==> src/rtl/cmos_frame_crop.sv <==
// Crops a fixed window out of the packed RGB565 camera stream and hands the kept
// pixels downstream as a valid/ready stream with SOF (m_tuser) and EOL (m_tlast).
module cmos_frame_crop #(
    parameter int X_START = 0,
    parameter int Y_START = 0,
    parameter int CROP_W  = 640,
    parameter int CROP_H  = 480,
    parameter int FIFO_AW = 4
) (
    input  logic        pclk,
    input  logic        rst,
    input  logic        vs_i,
    input  logic        de_i,
    input  logic        pix_vld_i,
    input  logic [15:0] pix_data_i,
    output logic        m_tvalid,
    input  logic        m_tready,
    output logic [15:0] m_tdata,
    output logic        m_tuser,
    output logic        m_tlast,
    output logic        frame_done,
    output logic        ovf_o
);
    localparam int DEPTH = 2 ** FIFO_AW;
    localparam logic [1:0] S_WAIT_VS = 2'd0;
    localparam logic [1:0] S_ACTIVE  = 2'd1;
    localparam logic [1:0] S_DROP    = 2'd2;

    localparam logic [12:0]        X_LO     = 13'(X_START);
    localparam logic [12:0]        X_HI     = 13'(X_START + CROP_W);
    localparam logic [11:0]        Y_LO     = 12'(Y_START);
    localparam logic [11:0]        Y_HI     = 12'(Y_START + CROP_H);
    localparam logic [11:0]        X_FIRST  = 12'(X_START);
    localparam logic [11:0]        X_EOL    = 12'(X_START + CROP_W - 1);
    localparam logic [10:0]        Y_FIRST  = 11'(Y_START);
    localparam logic [10:0]        Y_LAST   = 11'(Y_START + CROP_H - 1);
    localparam logic [FIFO_AW:0]   CNT_FULL = (FIFO_AW + 1)'(DEPTH);

    logic [1:0]         state_q, state_d;
    logic [11:0]        x_q, x_d;
    logic [10:0]        y_q, y_d;
    logic               vs_d_q, de_d_q;
    logic               ovf_q, ovf_d;
    logic               done_q, done_d;
    logic [FIFO_AW-1:0] wr_ptr_q, wr_ptr_d, rd_ptr_q, rd_ptr_d;
    logic [FIFO_AW:0]   cnt_q, cnt_d;
    logic [17:0]        mem [DEPTH];
    logic [17:0]        head;

    logic vs_rise, de_fall, in_win, keep, full, pop, push, drop, sof, eol, last_px;

    assign vs_rise = vs_i & ~vs_d_q;
    assign de_fall = ~de_i & de_d_q;
    assign in_win  = ({1'b0, x_q} >= X_LO) && ({1'b0, x_q} < X_HI) &&
                     ({1'b0, y_q} >= Y_LO) && ({1'b0, y_q} < Y_HI);
    // A pixel arriving on the vsync edge belongs to no frame yet, so it is ignored.
    assign keep    = (state_q == S_ACTIVE) && pix_vld_i && in_win && !vs_rise;
    assign full    = (cnt_q == CNT_FULL);
    assign pop     = (cnt_q != '0) && m_tready;
    assign push    = keep && (!full || pop);
    assign drop    = keep && full && !pop;
    assign sof     = (x_q == X_FIRST) && (y_q == Y_FIRST);
    assign eol     = (x_q == X_EOL);
    assign last_px = push && eol && (y_q == Y_LAST);

    always_comb begin
        state_d = state_q;
        x_d     = x_q;
        y_d     = y_q;
        ovf_d   = ovf_q;
        done_d  = last_px;
        if (de_fall) begin
            x_d = '0;
            if ((x_q != '0) && (y_q != '1))
                y_d = y_q + 1'b1;
        end else if (pix_vld_i && (x_q != '1)) begin
            x_d = x_q + 1'b1;
        end
        if (state_q == S_ACTIVE) begin
            if (drop) begin
                state_d = S_DROP;
                ovf_d   = 1'b1;
            end else if (last_px) begin
                state_d = S_WAIT_VS;
            end
        end
        if (vs_rise) begin
            state_d = S_ACTIVE;
            x_d     = '0;
            y_d     = '0;
            ovf_d   = 1'b0;
        end
    end

    always_comb begin
        wr_ptr_d = wr_ptr_q;
        rd_ptr_d = rd_ptr_q;
        cnt_d    = cnt_q;
        if (push)
            wr_ptr_d = wr_ptr_q + 1'b1;
        if (pop)
            rd_ptr_d = rd_ptr_q + 1'b1;
        if (push && !pop)
            cnt_d = cnt_q + 1'b1;
        else if (pop && !push)
            cnt_d = cnt_q - 1'b1;
    end

    always_ff @(posedge pclk or posedge rst) begin
        if (rst) begin
            state_q  <= S_WAIT_VS;
            x_q      <= '0;
            y_q      <= '0;
            vs_d_q   <= 1'b0;
            de_d_q   <= 1'b0;
            ovf_q    <= 1'b0;
            done_q   <= 1'b0;
            wr_ptr_q <= '0;
            rd_ptr_q <= '0;
            cnt_q    <= '0;
        end else begin
            state_q  <= state_d;
            x_q      <= x_d;
            y_q      <= y_d;
            vs_d_q   <= vs_i;
            de_d_q   <= de_i;
            ovf_q    <= ovf_d;
            done_q   <= done_d;
            wr_ptr_q <= wr_ptr_d;
            rd_ptr_q <= rd_ptr_d;
            cnt_q    <= cnt_d;
        end
    end

    // Storage is flop-based so the head entry is visible the cycle after the push.
    always_ff @(posedge pclk) begin
        if (push)
            mem[wr_ptr_q] <= {sof, eol, pix_data_i};
    end

    assign head       = mem[rd_ptr_q];
    assign m_tvalid   = (cnt_q != '0);
    assign m_tdata    = m_tvalid ? head[15:0] : 16'h0000;
    assign m_tlast    = m_tvalid & head[16];
    assign m_tuser    = m_tvalid & head[17];
    assign frame_done = done_q;
    assign ovf_o      = ovf_q;

endmodule

==> config.mk <==
export PLATFORM = sky130hd
export DESIGN_NAME = cmos_frame_crop
export DESIGN_NICKNAME = d
export VERILOG_FILES = /design/src/rtl/cmos_frame_crop.sv
export SDC_FILE = /design/constraint.sdc
export NUM_CORES = 1
export LEC_CHECK = 0
export CORE_MARGIN = 2
export CORE_UTILIZATION = 60
export DETAILED_ROUTE_END_ITERATION = 6
export PLACE_DENSITY_LB_ADDON = 0.12
export SLEW_MARGIN = 20
export SYNTH_ARGS = -nofsm -noshare
export SYNTH_HDL_FRONTEND = slang
export SYNTH_SLANG_ARGS = --single-unit
==> constraint.sdc <==
create_clock -name pclk -period 5.4 [get_ports pclk]
set_input_delay 0.81 -clock pclk [delete_from_list [all_inputs] [get_ports pclk]]
set_output_delay 0.81 -clock pclk [all_outputs]
set_load 0.02 [all_outputs]
Yosys cells after proc, flatten, opt, wreduce, memory -nomap -nowiden
Memories as Yosys holds them, arrays and structs flattened.
Index checks and enable logic that the tools add are counted.
- reduce and logical (&&, ||, !) cells: 34
- multiplexer cells: 18
- equality and inequality tests: 6
- $add $sub $neg: 6
- $lt $le $gt $ge: 2
- bitwise gates (word level): 6
- operator list (operator ; number):
    12-bit 2-to-1 mux ; 3
    11-bit 2-to-1 mux ; 3
    16-bit 2-to-1 mux ; 1
    1-bit logical AND ; 15
    12-bit by 1-bit adder with 12-bit output (second input constant) ; 1
    12-bit by 10-bit == test with 1-bit output (second input constant) ; 1
    12-bit zero test ; 1
    12-bit by 10-bit less-than comparator with 1-bit output (second input constant) ; 1
    12-bit inequality test (second input constant) ; 1
    12-bit nonzero test ; 1
    11-bit by 1-bit adder with 11-bit output (second input constant) ; 1
    11-bit by 9-bit == test with 1-bit output (second input constant) ; 1
    11-bit zero test ; 1
    11-bit by 9-bit less-than comparator with 1-bit output (second input constant) ; 1
    11-bit inequality test (second input constant) ; 1
    5-bit 2-to-1 mux ; 2
    2-bit nonzero test ; 5
    4-bit by 1-bit adder with 4-bit output (second input constant) ; 2
    2-bit 2-to-1 mux ; 4
    2-bit AND reduction ; 3
    3-bit nonzero test ; 2
    5-bit by 1-bit adder with 5-bit output (second input constant) ; 1
    5-bit == test (second input constant) ; 1
    1-bit 2-to-1 mux ; 5
    other kinds (7) ; 14
- memories: 1
- input port bits: 22
- bits in writable memories: 288
- word-level logic and storage cells: 83
- output and inout bits: 21
- register bits after elaboration: 42
- memories (memory ; words ; width ; rd ports ; clocked after memory_dff ; wr ports ; RTL line ; RTL):
    mem ; 16 ; 18 ; 1 ; 0 ; 1 ; 47 ; logic [17:0] mem [DEPTH];

Depth between registers and ports, before layout
- depth after elaboration: 11
- depth in mapped cells: 13
- depth with buffers taken out: 11

Worst setup path after synthesis
OpenSTA, ideal clock, no wires.
- path kind: input to register
- from: in vs_i
- to: mem mem[7][0] (enable)
- data arrival time: 3.109 ns
- path buffers: 1
- slack: 1.871 ns
- cell stages on the path: 6
- cells stage by stage: or2b_1 nand4_1 nor4_2 buf_6 nand2_2 nor3b_1
- word-level cells in the longest chain between the ends: 6
- ends and longest elaborated chain (what ; RTL line ; RTL):
    from (decl) ; 12 ; input logic vs_i,
    1-bit bitwise AND ; 52 ; assign vs_rise = vs_i & ~vs_d_q;
    1-bit zero test ; 57 ; assign keep = (state_q == S_ACTIVE) && pix_vld_i && in_win && !vs_rise;
    1-bit logical AND ; 57 ;
    1-bit logical AND ; 60 ; assign push = keep && (!full || pop);
    net push ; 50 ; logic vs_rise, de_fall, in_win, keep, full, pop, push, drop, sof, eol, last_px;
    1-bit 2-to-1 mux ; 137 ; if (push)
    1-bit 2-to-1 mux (not written as such) ; 138 ; mem[wr_ptr_q] <= {sof, eol, pix_data_i};
    to (decl) ; 47 ;
The timed path passes the listed nets, and every way through them passes these cells.

Final worst setup path
- from: reg rd_ptr_q[0]
- to: out m_tuser
- word-level cells in the longest chain between the ends: 2
- ends and longest elaborated chain (what ; RTL line ; RTL):
    from (decl) ; 45 ; logic [FIFO_AW-1:0] wr_ptr_q, wr_ptr_d, rd_ptr_q, rd_ptr_d;
    from (signal assigned) ; 130 ; rd_ptr_q <= rd_ptr_d;
    memory 16 x 18 bit ; -- ;
    1-bit bitwise AND ; 145 ; assign m_tuser = m_tvalid & head[17];
    to (decl) ; 19 ; output logic m_tuser,
Every way passes these cells.

==> summary.txt <==
Status
  – Status: completed

Die
  – Die Y-Extent: 153 um
  – CORE AREA: 21800 sq um
  – Initial Util: 61.2%
  – Die area: 23500 sq um
  – Chip Width: 153 um
  – I/O pins: 43
  – Row count: 54

CTS
  – CTS resizes: 0
  – CTS H-tree lvls: 2
  – CTS Sinks: 330
  – Clk slew on worst S/H paths: 0.06 ns
  – Hold_buf cts: 0
  – Clk buf depth: 3
  – CTS tree: yes
  – Worst-Skew Late Latency: 0.50 ns
  – Setup Fix Bufs, Post-CTS: 0
  – Root Driver: clkbuf_16
  – Total CTS buffers: 34

Worst setup path
  – Arrival @ worst endpoint: 3.35 ns
  – CP startpoint kind: flop
  – Worst Path Required: 4.59 ns
  – Worst R2R Setup Slack: 1.92 ns
  – Critical path type: reg -> out
  – Crit path max fanout: 29
  – Crit end category: primary output

Synthesis
  – Post-synthesis cell type count: 56
  – Synthesized area per cell: 19.3 sq um
  – Seq/Total Area, Yosys: 72.6%
  – Syn. warnings: 0
  – Synth async-reset ratio: 12.7%
  – Post-Synthesis Cell Area: 13400 sq um
  – Number of synthesized flops with an enable pin: 288
  – Top_reg_cell synth: edfxtp_1
  – Number of synthesized register bits: 330
  – Mapped Nets: 730
  – Cells after Synth: 694

STA
  – RSZ-0062 raised after global routing: false
  – Final Hold Violating Endpoints: 0
  – Worst slew pin tran: 1.05 ns
  – Final setup TNS: 0 ns
  – Clock skew: 0.0111 ns
  – Rel. slew slack: 29.5%
  – Final Setup Violations: 0
  – Final period util: 77.1%
  – Final Critical Period: 4.16 ns
  – Peak Freq: 240 MHz
  – Fin. max-slew vios: 0

Layout
  – Final non-filler cell total: 1061
  – Antenna cells: 0
  – Multi-input logic area: 3500 sq um
  – FF/Latch Area: 9710 sq um
  – Ratio of cells with drive above 1 in the final layout: 21.0%
  – # fillers: 1327
  – Area Growth Syn to Fin: 14.3%
  – Nets: 792

Routing
  – Post-DRT Antenna Nets: 0
  – Vias per std cell: 6.31
  – DRC viols: 0
  – First drt pass iteration count: 5
  – Initial DRC Count: 603
  – Final WL: 26.4 mm
  – DR WL/cell: 24.9 um
  – Via Count: 6699

Power and ir drop
  – Power per cell area: 513 nW/um^2
  – Max rail drop VDD: 257 uV
  – Overall power: 0.00784 W
  – Leak: 5.19 nW

Place
  – Hpwl dp: 15.7 mm
  – Gpl congestion: 0.899
  – Placed cells: 999
  – Port buffer count: 42

Global routing
  – Initial antenna violation count: 0
  – Gr ovfl total: 0
  – Largest net degree at the start of global routing: 47
  – GRT Overall Usage: 23.5%
  – Vias in the first global route: 7009
  – First-pass GRT wire length: 41.3 mm

Worst hold path
  – Hold WC Path Type: reg -> reg

Flow run
  – Max-cap violations: 0
-- where the power goes --
group | switching, W | internal, W | total [W]
clock | 0.000915 | 0.00140 | 0.00231
combinational | 0.00111 | 0.00113 | 0.00223
sequential | 0.000267 | 0.00302 | 0.00329
-- worst max-delay path, cell delays in order (launching register included) --
cell and delay, ns:
dfrtp_4 0.81, buf_4 0.46, mux4_2 0.58, mux2i_1 0.24, o22ai_1 0.15, clkdlybuf4s50_1 0.58
-- metrics by stage --
stage / hold slack [ns] / utilization, % / area (sq um) / setup slack, ns
final: 0.486 / 70.0 / 15300 / 1.24
after global routing: 0.492 / 70.0 / 15300 / 1.02
after CTS: 0.484 / 69.9 / 15300 / 0.985
after detailed placement: 0.469 / 64.8 / 14100 / 1.02
after global placement: 0.465 / 64.8 / 14100 / 1.10
after floorplan: 0.439 / - / 13400 / 1.87
-- cell usage after synthesis, drive strengths merged (6+ instances only) --
library cell | instances | area [sq um]
edfxtp | 288 | 8650
mux4 | 72 | 1620
dfrtp | 42 | 1050
mux2i | 37 | 370
nand2 | 24 | 100
nor2 | 22 | 82.6
nand3 | 20 | 100
buf | 19 | 106
o22ai | 18 | 113
and2 | 16 | 101
xor2 | 14 | 123
ha | 13 | 163
clkbuf | 12 | 46.3
inv | 10 | 37.5
xnor2 | 10 | 87.6
a21oi | 9 | 45.0
nand4 | 7 | 43.8
nor3 | 7 | 35.0
and3 | 6 | 43.8
nor3b | 6 | 61.3
-- layout make-up --
| class | instances | share of cell area (%) |
|---|---|---|
| inverter | 10 | 0.246 |
| clock buffer | 48 | 6.33 |
| tap | 280 | 2.29 |
| clock inverter | 13 | 0.975 |
| timing repair buffer | 57 | 3.70 |
| multi-input combinational | 323 | 22.9 |
| sequential | 330 | 63.5 |
-- path summary, 6_finish.rpt --
| path | start | endpoint | cells after the start |
|---|---|---|---|
| max in group asynchronous | rst | rd_ptr_q[0]$_DFFE_PP0P_ | 3 |
| worst min register to register | state_q[1]$_DFFE_PP0P_ | state_q[1]$_DFFE_PP0P_ | 2 |
| worst min-delay path | state_q[1]$_DFFE_PP0P_ | state_q[1]$_DFFE_PP0P_ | 2 |
| worst max-delay path | rd_ptr_q[0]$_DFFE_PP0P_ | m_tuser | 5 |
| worst max register to register | y_q[9]$_DFFE_PP0P_ | cnt_q[4]$_DFFE_PP0P_ | 11 |
| min in group asynchronous | rst | cnt_q[0]$_DFFE_PP0P_ | 3 |
-- per-layer routing --
metal	routed length [um]	up-vias	global-route usage (%)
li1	-	2921	-
met1	10900	3488	32.8
met2	13300	244	38.6
met3	1670	46	4.28
met4	536	0	7.19
met5	0	-	0
-- registers in the layout, summed over array words and instances, names as in the netlist --
name / cells
ovf_o: 1
mem: 288
wr_ptr_q: 4
y_q: 11
de_d_q: 1
cnt_q: 5
vs_d_q: 1
rd_ptr_q: 4
frame_done: 1
x_q: 12
state_q: 2
-- cell usage in the layout (no fill, tap or decap), drive strengths merged, types with 3 or more instances in the layout --
cell type and n:
o22ai 18, nor3b 6, inv 11, xnor2 10, clkinvlp 3, clkbuf 48, dfrtp 42, nor2 22
xor2 14, bufinv 3, clkdlybuf4s50 42, nand4 7, clkinv 6, o21ai 5, edfxtp 288, nor4 5
mux4 72, and3 6, and4 5, nand2 24, and2 16, nor3 7, a21oi 9, ha 13
mux2i 37, nand3 20, buf 15
-- cells by family (layout without fill, tap and decap cells) --
group | count (synthesis) | after routing | synth area share [%]
flip-flops | 330 | 330 | 72.6
AND/OR/NAND/NOR | 132 | 132 | 5.90
multiplexers | 111 | 111 | 15.1
AO/OA/AOI/OAI | 42 | 42 | 2.10
buffers and inverters | 41 | 128 | 1.42
XOR/XNOR | 24 | 24 | 1.57
adder cells (fa/ha/maj) | 14 | 14 | 1.37
(Power assumes the default switching activity.)
